===== src/rtl/median3x3_stream.sv =====
`timescale 1ns/1ps
// median3x3_stream: streaming 3x3 median/min/max/bypass filter using two line buffers.
// Define MEDIAN3X3_PIPE_EN to split the compute into two register stages (latency 3 instead of 2).
module median3x3_stream #(
  parameter int DATA_W = 8,
  parameter int IMG_W  = 100,
  parameter int IMG_H  = 100
) (
  input  logic              clk,
  input  logic              rst_n,
  input  logic [1:0]        mode,
  input  logic              in_valid,
  output logic              in_ready,
  input  logic [DATA_W-1:0] in_data,
  output logic              out_valid,
  input  logic              out_ready,
  output logic [DATA_W-1:0] out_data,
  output logic              out_last,
  output logic              frame_done
);
  localparam int CW = $clog2(IMG_W);
  localparam int RW = $clog2(IMG_H);
  localparam logic [CW-1:0] COL_MAX = CW'(IMG_W - 1);
  localparam logic [RW-1:0] ROW_MAX = RW'(IMG_H - 1);

  logic              adv;
  logic              accept;
  logic              win_done;
  logic              at_end;
  logic [CW-1:0]     col_reg;
  logic [RW-1:0]     row_reg;
  logic [DATA_W-1:0] lb0 [IMG_W];
  logic [DATA_W-1:0] lb1 [IMG_W];
  logic [DATA_W-1:0] win_reg [9];
  logic              pend_reg;
  logic              pend_last_reg;
  logic [1:0]        pend_mode_reg;

  logic [DATA_W-1:0] s1 [9];
  logic [DATA_W-1:0] st_sort [9];
  logic [DATA_W-1:0] st_centre;
  logic              st_valid;
  logic              st_last;
  logic [1:0]        st_mode;
  logic [DATA_W-1:0] m [9];
  logic [DATA_W-1:0] mn;
  logic [DATA_W-1:0] mx;
  logic [DATA_W-1:0] result;

  function automatic logic [2*DATA_W-1:0] sort2(input logic [DATA_W-1:0] a, input logic [DATA_W-1:0] b);
    return (a > b) ? {b, a} : {a, b};
  endfunction

  // One global advance enable: nothing moves while an output is stalled.
  assign in_ready = !out_valid || out_ready;
  assign adv      = in_ready;
  assign accept   = in_valid && adv;
  assign win_done = (row_reg >= RW'(2)) && (col_reg >= CW'(2));
  assign at_end   = (row_reg == ROW_MAX) && (col_reg == COL_MAX);

  always_ff @(posedge clk or negedge rst_n) begin
    if (!rst_n) begin
      col_reg <= '0;
      row_reg <= '0;
    end else if (accept) begin
      if (col_reg == COL_MAX) begin
        col_reg <= '0;
        row_reg <= (row_reg == ROW_MAX) ? '0 : row_reg + RW'(1);
      end else begin
        col_reg <= col_reg + CW'(1);
      end
    end
  end

  always_ff @(posedge clk) begin
    if (accept) begin
      lb0[col_reg] <= lb1[col_reg];
      lb1[col_reg] <= in_data;
    end
  end

  // Window rows: [0..2] = row r-2, [3..5] = row r-1, [6..8] = incoming row.
  always_ff @(posedge clk or negedge rst_n) begin
    if (!rst_n) begin
      for (int i = 0; i < 9; i++) win_reg[i] <= '0;
    end else if (accept) begin
      win_reg[0] <= win_reg[1];
      win_reg[1] <= win_reg[2];
      win_reg[2] <= lb0[col_reg];
      win_reg[3] <= win_reg[4];
      win_reg[4] <= win_reg[5];
      win_reg[5] <= lb1[col_reg];
      win_reg[6] <= win_reg[7];
      win_reg[7] <= win_reg[8];
      win_reg[8] <= in_data;
    end
  end

  always_ff @(posedge clk or negedge rst_n) begin
    if (!rst_n) begin
      pend_reg      <= 1'b0;
      pend_last_reg <= 1'b0;
      pend_mode_reg <= 2'd0;
    end else if (adv) begin
      pend_reg      <= in_valid && win_done;
      pend_last_reg <= in_valid && at_end;
      if (accept) pend_mode_reg <= mode;
    end
  end

  // First three comparator layers sort each window row; row minima land in 0/3/6, maxima in 2/5/8.
  always_comb begin
    for (int i = 0; i < 9; i++) s1[i] = win_reg[i];
    {s1[1], s1[2]} = sort2(s1[1], s1[2]);
    {s1[4], s1[5]} = sort2(s1[4], s1[5]);
    {s1[7], s1[8]} = sort2(s1[7], s1[8]);
    {s1[0], s1[1]} = sort2(s1[0], s1[1]);
    {s1[3], s1[4]} = sort2(s1[3], s1[4]);
    {s1[6], s1[7]} = sort2(s1[6], s1[7]);
    {s1[1], s1[2]} = sort2(s1[1], s1[2]);
    {s1[4], s1[5]} = sort2(s1[4], s1[5]);
    {s1[7], s1[8]} = sort2(s1[7], s1[8]);
  end

`ifdef MEDIAN3X3_PIPE_EN
  logic [DATA_W-1:0] s1_sort_reg [9];
  logic [DATA_W-1:0] s1_centre_reg;
  logic              s1_valid_reg;
  logic              s1_last_reg;
  logic [1:0]        s1_mode_reg;

  always_ff @(posedge clk or negedge rst_n) begin
    if (!rst_n) begin
      for (int i = 0; i < 9; i++) s1_sort_reg[i] <= '0;
      s1_centre_reg <= '0;
      s1_valid_reg  <= 1'b0;
      s1_last_reg   <= 1'b0;
      s1_mode_reg   <= 2'd0;
    end else if (adv) begin
      s1_valid_reg <= pend_reg;
      s1_last_reg  <= pend_reg && pend_last_reg;
      if (pend_reg) begin
        for (int i = 0; i < 9; i++) s1_sort_reg[i] <= s1[i];
        s1_centre_reg <= win_reg[4];
        s1_mode_reg   <= pend_mode_reg;
      end
    end
  end

  assign st_sort   = s1_sort_reg;
  assign st_centre = s1_centre_reg;
  assign st_valid  = s1_valid_reg;
  assign st_last   = s1_last_reg;
  assign st_mode   = s1_mode_reg;
`else
  assign st_sort   = s1;
  assign st_centre = win_reg[4];
  assign st_valid  = pend_reg;
  assign st_last   = pend_last_reg;
  assign st_mode   = pend_mode_reg;
`endif

  always_comb begin
    for (int i = 0; i < 9; i++) m[i] = st_sort[i];
    {m[0], m[3]} = sort2(m[0], m[3]);
    {m[5], m[8]} = sort2(m[5], m[8]);
    {m[4], m[7]} = sort2(m[4], m[7]);
    {m[3], m[6]} = sort2(m[3], m[6]);
    {m[1], m[4]} = sort2(m[1], m[4]);
    {m[2], m[5]} = sort2(m[2], m[5]);
    {m[4], m[7]} = sort2(m[4], m[7]);
    {m[4], m[2]} = sort2(m[4], m[2]);
    {m[6], m[4]} = sort2(m[6], m[4]);
    {m[4], m[2]} = sort2(m[4], m[2]);
    mn = (st_sort[0] < st_sort[3]) ? st_sort[0] : st_sort[3];
    if (st_sort[6] < mn) mn = st_sort[6];
    mx = (st_sort[2] > st_sort[5]) ? st_sort[2] : st_sort[5];
    if (st_sort[8] > mx) mx = st_sort[8];
    case (st_mode)
      2'd0:    result = m[4];
      2'd1:    result = mn;
      2'd2:    result = mx;
      default: result = st_centre;
    endcase
  end

  always_ff @(posedge clk or negedge rst_n) begin
    if (!rst_n) begin
      out_valid  <= 1'b0;
      out_data   <= '0;
      out_last   <= 1'b0;
      frame_done <= 1'b0;
    end else begin
      frame_done <= out_valid && out_ready && out_last;
      if (adv) begin
        out_valid <= st_valid;
        out_last  <= st_valid && st_last;
        if (st_valid) out_data <= result;
      end
    end
  end

endmodule


===== config.mk =====
export PLATFORM = sky130hd
export DESIGN_NAME = median3x3_stream
export DESIGN_NICKNAME = d
export VERILOG_FILES = /design/src/rtl/median3x3_stream.sv
export SDC_FILE = /design/constraint.sdc
export NUM_CORES = 2
export LEC_CHECK = 0
export BUFFER_PORTS_ARGS = -buffer_cell sky130_fd_sc_hd__buf_4
export CAP_MARGIN = 20
export CORE_UTILIZATION = 30
export CTS_BUF_LIST = sky130_fd_sc_hd__clkbuf_4 sky130_fd_sc_hd__clkbuf_8
export CTS_CLUSTER_SIZE = 16
export DETAILED_ROUTE_END_ITERATION = 6
export RECOVER_POWER = 50
export SYNTH_ARGS = -nofsm -noshare
export SYNTH_HDL_FRONTEND = slang
export SYNTH_SLANG_ARGS = --single-unit
export TNS_END_PERCENT = 50

===== constraint.sdc =====
create_clock -name clk -period 14.9 [get_ports clk]
set_input_delay 0 -clock clk [delete_from_list [all_inputs] [get_ports clk]]
set_output_delay 0 -clock clk [all_outputs]
set_load 0.05 [all_outputs]

==> Word level (Yosys, flattened, before mapping) <==
Memory sizes are Yosys's and may differ from the RTL's. A register that Yosys moved wholly into a read port is not among the register bits.
Index checks and enable logic that the tools add are counted.
{ "word_totals": {"register_bits": 93, "latchBits": 0, "ram_bits": 1600, "rom_bits": 0, "in_bits": 14, "output_inout_bits": 12, "elab_cells": 93, "n_memories": 2} }
{ "memory_table": {"columns": ["memory", "words", "word_bits", "read_ports", "rd_clocked_by_memory_dff", "wr", "line_no", "text"], "rows": [
  ["lb0", 100, 8, 1, 1, 1, "32", "logic [DATA_W-1:0] lb0 [IMG_W];"],
  ["lb1", 100, 8, 1, 0, 1, "33", "logic [DATA_W-1:0] lb1 [IMG_W];"]
]} }
{ "op_classes": {"addsub": 2, "multipliers": 0, "n_div": 0, "n_lt_le_gt_ge": 25, "eq_ne": 4, "shift": 0, "mux": 28, "bitwise_logic": 0, "reduce_logical": 15} }
{ "op_table": {"columns": ["op", "count"], "rows": [
  ["16-bit 2-to-1 mux", 15],
  ["8-bit > comparator", 21],
  ["8-bit 2-to-1 mux", 8],
  ["8-bit one-hot mux with 3 select lines", 1],
  ["8-bit less-than comparator", 2],
  ["7-bit by 1-bit adder with 7-bit output, second input constant", 2],
  ["7-bit == test, second input constant", 2],
  ["7-bit by 2-bit greater-or-equal comparator with 1-bit output, second input constant", 2],
  ["7-bit 2-to-1 mux", 2],
  ["1-bit logical AND", 8],
  ["2-bit AND reduction", 3],
  ["2-bit by 1-bit == test with 1-bit output, second input constant", 1],
  ["2-bit == test, second input constant", 1],
  ["1-bit zero test", 2],
  ["2-bit zero test", 1],
  ["1-bit 2-to-1 mux", 2],
  ["1-bit logical OR", 1]
]} }

==> Longest topological paths before layout <==
{ "logic_depth": {"ltp_word": 19, "mapped_depth": 99, "mapped_depth_nobuf": 89} }

==> Least setup slack after synthesis <==
No wires, ideal clock.
{ "synth_path": {"path_kind": "register to register", "start": "reg win_reg[25] (netlist name), read port of lb1", "end": "reg out_data[4]", "setup_ps": 132, "arrival_time_ps": 16310, "required_time_ps": 14768, "setup_slack_ps": -1542, "stages_incl_launch_ff": 97, "path_buffers": 12, "period_less_slack_ps": 16442, "cell_sequence": "dfrtp_1 > inv_1 > ha_1 > nor2b_1 > o211ai_2 > a21oi_1 > o21ai_2 > buf_4 > buf_1 > nor2_1 > a21oi_1 > ha_1 > o21a_1 > o21ai_0 > o211ai_1 > a31o_2 > o211ai_2 > buf_4 > (+61 left out) > a21oi_1 > o21ai_0 > o21ai_1 > clkbuf_1 > nand3_1 > and3_1 > ha_1 > o21a_1 > o21ai_0 > nand2b_1 > a21oi_1 > o21ai_0 > o21ai_0 > nand3b_1 > nor2_1 > a221o_1 > a2111oi_1 > nor2_1"} }
{ "synth_between": {"elab_chain_len": 19, "elab_cells_between_ends": 35, "classes_between": "17 x order compare; 18 x mux"} }
{ "synth_lines": {"columns": ["element", "line_no", "text"], "rows": [
  ["start: declaration", "34", "logic [DATA_W-1:0] win_reg [9];"],
  ["8-bit > comparator", "51", "return (a > b) ? {b, a} : {a, b};"],
  ["16-bit 2-to-1 mux (*)", "51", null],
  ["8-bit > comparator", "51", null],
  ["16-bit 2-to-1 mux", "51", null],
  ["8-bit > comparator", "51", null],
  ["16-bit 2-to-1 mux", "51", null],
  ["8-bit > comparator", "51", null],
  ["16-bit 2-to-1 mux", "51", null],
  ["(+3 left out)", null, null],
  ["16-bit 2-to-1 mux", "51", null],
  ["8-bit > comparator", "51", null],
  ["16-bit 2-to-1 mux", "51", null],
  ["8-bit > comparator", "51", null],
  ["8-bit 2-to-1 mux", "51", null],
  ["8-bit > comparator", "51", null],
  ["16-bit 2-to-1 mux", "51", null],
  ["8-bit one-hot mux with 3 select lines (*)", "179", "case (st_mode)"],
  ["end signal: assignment", "198", "if (st_valid) out_data <= result;"],
  ["end: declaration", "17", "output logic [DATA_W-1:0] out_data,"]
]} }
Mark *: on every way between the ends. The rest lies on a longest branch, timed or not.
A chain may end at the register's enable or synchronous reset.

==> Worst setup path after layout <==
{ "layout_path": {"start": "reg win_reg, in the netlist st_centre[1]", "end": "reg out_data[4]"} }
Same word-level chain as after synthesis.

==> results.md <==
- The min-delay analysis places its worst path in the category in2reg.
- The required time reported for the critical path endpoint is 15.76 ns.
- The post-route worst setup slack is 0.449 ns.
- The cell type of the slowest stage on the worst timing path is sky130_fd_sc_hd__or4b_4.
- On the worst path, the slowest cell contributes a delay of 0.55 ns.
- The clock tree synthesis step divided the H-tree into 5 levels.
- In the synthesized netlist, the number of instances is 4675.
- The first-pass iteration count of the detailed router is 5.
- The clock buffer count from CTS is 285.
- The clock passes through at most 4 buffers.
- The site row count is 177.
- The total standard cell area after synthesis is 70400 um2.
- The final total negative setup slack is 0 ns.
- The pin count of the biggest net entering global routing is 102.
- The origin of the worst min-delay path is mode[0].
- The fraction of final layout cells with drive strength greater than 1 is 0.197.
- The checks that failed: capacitance limit, slew limit.
- The later-pin clock latency in the skew report is 1.01 ns.
- In the post-synthesis netlist, the cell with the most instances is sky130_fd_sc_hd__edfxtp_1.
- By count the netlist is led by 1600 x sky130_fd_sc_hd__edfxtp_1, 527 x sky130_fd_sc_hd__a22oi_1, 228 x sky130_fd_sc_hd__nand2_1, 228 x sky130_fd_sc_hd__nor2_1, 202 x sky130_fd_sc_hd__o21ai_0.
- During placement, the flow inserted port buffers numbering 25.
- The highest net fanout along the worst path is 14.
- The region available for standard cell placement spans 233000 um2.
- By startpoint and endpoint, the worst setup path is classified as reg2reg.
- STA classifies the critical path endpoint as a register.
- The area growth from synthesis to layout is 18.4%.
- The die is 486 um tall.
- The layout net count is 5387.
- The cell at the root of the clock tree is sky130_fd_sc_hd__clkbuf_8.
- Counting I/O delays and the setup requirement, the final critical path takes 14.45 ns.
- The total overflow reported by the global router is 0.
- The initial antenna violation count is 9.
- For this design, the sink count on the clock tree is 1701.
- The number of vias in the routed layout is 45700.
- The startpoint kind of the worst setup timing path is a register.
- The mean instance size in the synthesized netlist is 15.1 um2.
- The slew at the pin with the worst max-slew slack is 6.72 ns.
- The detailed-route vias per instance is 5.37.
- The hold path endpoint is pend_mode_reg[0].
- Sorting the synthesized cells by area gives the leading types as sky130_fd_sc_hd__edfxtp_1 68%, sky130_fd_sc_hd__a22oi_1 5.6%, sky130_fd_sc_hd__dfrtp_1 3.6%, sky130_fd_sc_hd__ha_1 3.1%, sky130_fd_sc_hd__mux2i_1 1.7%.
- The total count of max-transition violations in the final report came to 1595.
- After the first detailed-routing iteration, the DRC count stood at 5395.
- Across the routed clock network, the largest skew measured is 0.107 ns.
- For flop-to-flop paths, the worst setup slack is 0.45 ns.
- In this run the count of I/O pins placed on the die edge is 26.
- The Yosys step of the flow raised 0 warnings.
- The arrival time of the worst setup path is 15.31 ns.
- Setup repair after global routing could not meet its margin everywhere.
- Counting cells, the worst reg-to-reg path comes to 83.
- The die covers 236000 um2.
- The highest achievable clock rate is 0.0692 GHz.
- The final-report hold violation count is 0.
- After detailed routing, the average wire length per cell comes to 25.2 um.
- The endpoint identified for the worst register-to-register timing path is out_data[4].
- TritonCTS built the clock tree.
- In this run the tightest slew margin relative to its limit is -3.48.
- The horizontal extent of the die is 486 um.
- The final setup violation count is 0.
- The all-layer global routing usage is 0.176.
- The filler cells instantiated in the layout total 22100.
- Detailed placement ended at an HPWL of 127000 um.
- For this configuration, the core starts out at a cell density of 0.302.
- The number of storage elements in the synthesis netlist is 1701.
- The post-placement setup slack is -0.416 ns.
- The count of max-cap constraint violations is 30.
- The routability congestion estimate is 0.929.
- The share of synthesized area in the top cell type comes to 0.683.
- The number of global-route vias before repair came to 44100.
- In the final layout, the multi-input gates occupy 19300 um2.
- The clock input transition at the sequential cells of the worst setup and hold paths is 0.06 ns.
- The synthesized netlist net count is 4863.
- Counting flops with a built-in enable in the synthesized netlist gives 1600.
- The routed wire length is 215000 um.
- Of the available clock period, the critical path in the final layout requires 0.970.
- In this run, distinct cell masters in the synthesized netlist total 91.
- In the final layout, flip-flops and latches occupy 50600 um2.
- The post-route antenna net violation count is 0.
- The launching point of the worst reg2reg path is st_centre[1].
- The leading register cell type out of synthesis is sky130_fd_sc_hd__edfxtp_1.
- The fraction of registers with async set/reset is 0.0594.
- sky130_fd_sc_hd__edfxtp_1 takes more of the synthesized area than any other cell.
- The cell occurring most often along the worst timing path is sky130_fd_sc_hd__o21ai_1.
- Once placement completed, the tool counted placed cells totaling 7968.
- Of the synthesized area, sequential elements account for 0.719.
- The flow ran to the end, but the final reports show violations.
- The number of cells on the worst hold path is 5.
- The finished layout holds 8518 standard cells, fillers aside.
- The first global-routing pass estimated 309000 um of wire.
- In the routed design, unresolved DRC markers number 0.
area by class of cell:
type / instances / share of cell area
multi-input cells: 2562 / 0.231
inverters: 134 / 0.00604
clock inverters: 95 / 0.00551
flip-flops and latches: 1701 / 0.607
repair buffers: 515 / 0.0465
diodes: 1 / 0.0000300
well taps: 3132 / 0.0470
clock buffers: 378 / 0.0565
cells in the final DEF (no fill, tap or decap), types with 21 or more instances in the layout:
master	Yosys	final
sky130_fd_sc_hd__a21oi_1	160	123
sky130_fd_sc_hd__nand2b_1	26	26
sky130_fd_sc_hd__dfrtp_1	101	97
sky130_fd_sc_hd__nand4_1	129	129
sky130_fd_sc_hd__o211ai_1	31	31
sky130_fd_sc_hd__ha_4	0	23
sky130_fd_sc_hd__clkbuf_1	193	85
sky130_fd_sc_hd__clkbuf_8	0	298
sky130_fd_sc_hd__a22o_1	101	101
sky130_fd_sc_hd__mux2i_1	118	112
sky130_fd_sc_hd__clkinv_1	1	70
sky130_fd_sc_hd__a41oi_1	29	29
sky130_fd_sc_hd__a21o_1	28	27
sky130_fd_sc_hd__o21ai_0	202	174
sky130_fd_sc_hd__buf_4	3	382
sky130_fd_sc_hd__dlygate4sd3_1	0	21
sky130_fd_sc_hd__clkbuf_4	0	81
sky130_fd_sc_hd__o21ai_1	16	30
sky130_fd_sc_hd__nand3_1	72	66
sky130_fd_sc_hd__a221oi_1	108	107
sky130_fd_sc_hd__o21a_1	28	25
sky130_fd_sc_hd__edfxtp_1	1600	1600
sky130_fd_sc_hd__a21oi_2	2	34
sky130_fd_sc_hd__a22oi_1	527	527
sky130_fd_sc_hd__a31oi_1	47	47
sky130_fd_sc_hd__mux2_2	38	35
sky130_fd_sc_hd__nor2_1	228	217
sky130_fd_sc_hd__nand2_1	228	227
sky130_fd_sc_hd__ha_1	174	150
sky130_fd_sc_hd__inv_1	133	123
per-layer routing:
layer / vias to the layer above / part of all wire / GRT usage
met3: 403 / 0.083 / 0.0311
met2: 2152 / 0.46 / 0.279
met4: 2 / 0.034 / 0.0582
met5: - / 0.000061 / 0
met1: 23300 / 0.42 / 0.243
li1: 19900 / - / -
worst max-delay path, delay by kind of cell, from the launching register on:
kind                       cells  cell delay (ns)
AOI/OAI and AO/OA             32             4.88
and+or+nand+nor               25             3.86
adders and majority gates      9             2.40
buffers and inverters         14             1.83
muxes                          3             0.96
DFF                            1             0.41
logic make-up after synthesis:
family | synth area share
AOI/OAI and AO/OA | 0.142
xor gates and xnor gates | 0.000871
adders and majority gates | 0.0309
muxes | 0.0299
and+or+nand+nor | 0.0553
buffers and inverters | 0.0226
DFF | 0.719
per-stage QoR:
stage	hold slack [ns]	area, um2	util
3_5_place_dp	0.128	76800	0.330
3_3_place_gp	0.118	76800	0.330
6_report	0.338	83300	0.358
2_1_floorplan	-0.296	70500	-
5_1_grt	0.331	83300	0.358
4_1_cts	0.0226	82400	0.354
what timing repair did:
item	CTS	global route
setup endpoints to repair	8	8
endpoints found under the hold margin	821	16
pin swaps	1	89
hold buffers	21	1
buffers inserted	6	35
cloned	2	5
gates resized for setup	23	169
worst max path at each step:
stage                       startpoint          end  slack, ns  cells after the start
after CTS                   win_reg[1]  out_data[4]      0.007                     85
after global routing      st_centre[1]  out_data[4]      -0.19                     84
after floorplan            win_reg[25]  out_data[4]      0.002                     96
after detailed placement   win_reg[25]  out_data[4]      -0.42                     84
after global placement     win_reg[25]  out_data[4]      -0.18                     83
final                     st_centre[1]  out_data[4]       0.45                     83
Power is not shown: default switching activity piles up to over one toggle a cycle in this logic, so the estimate is an artifact.
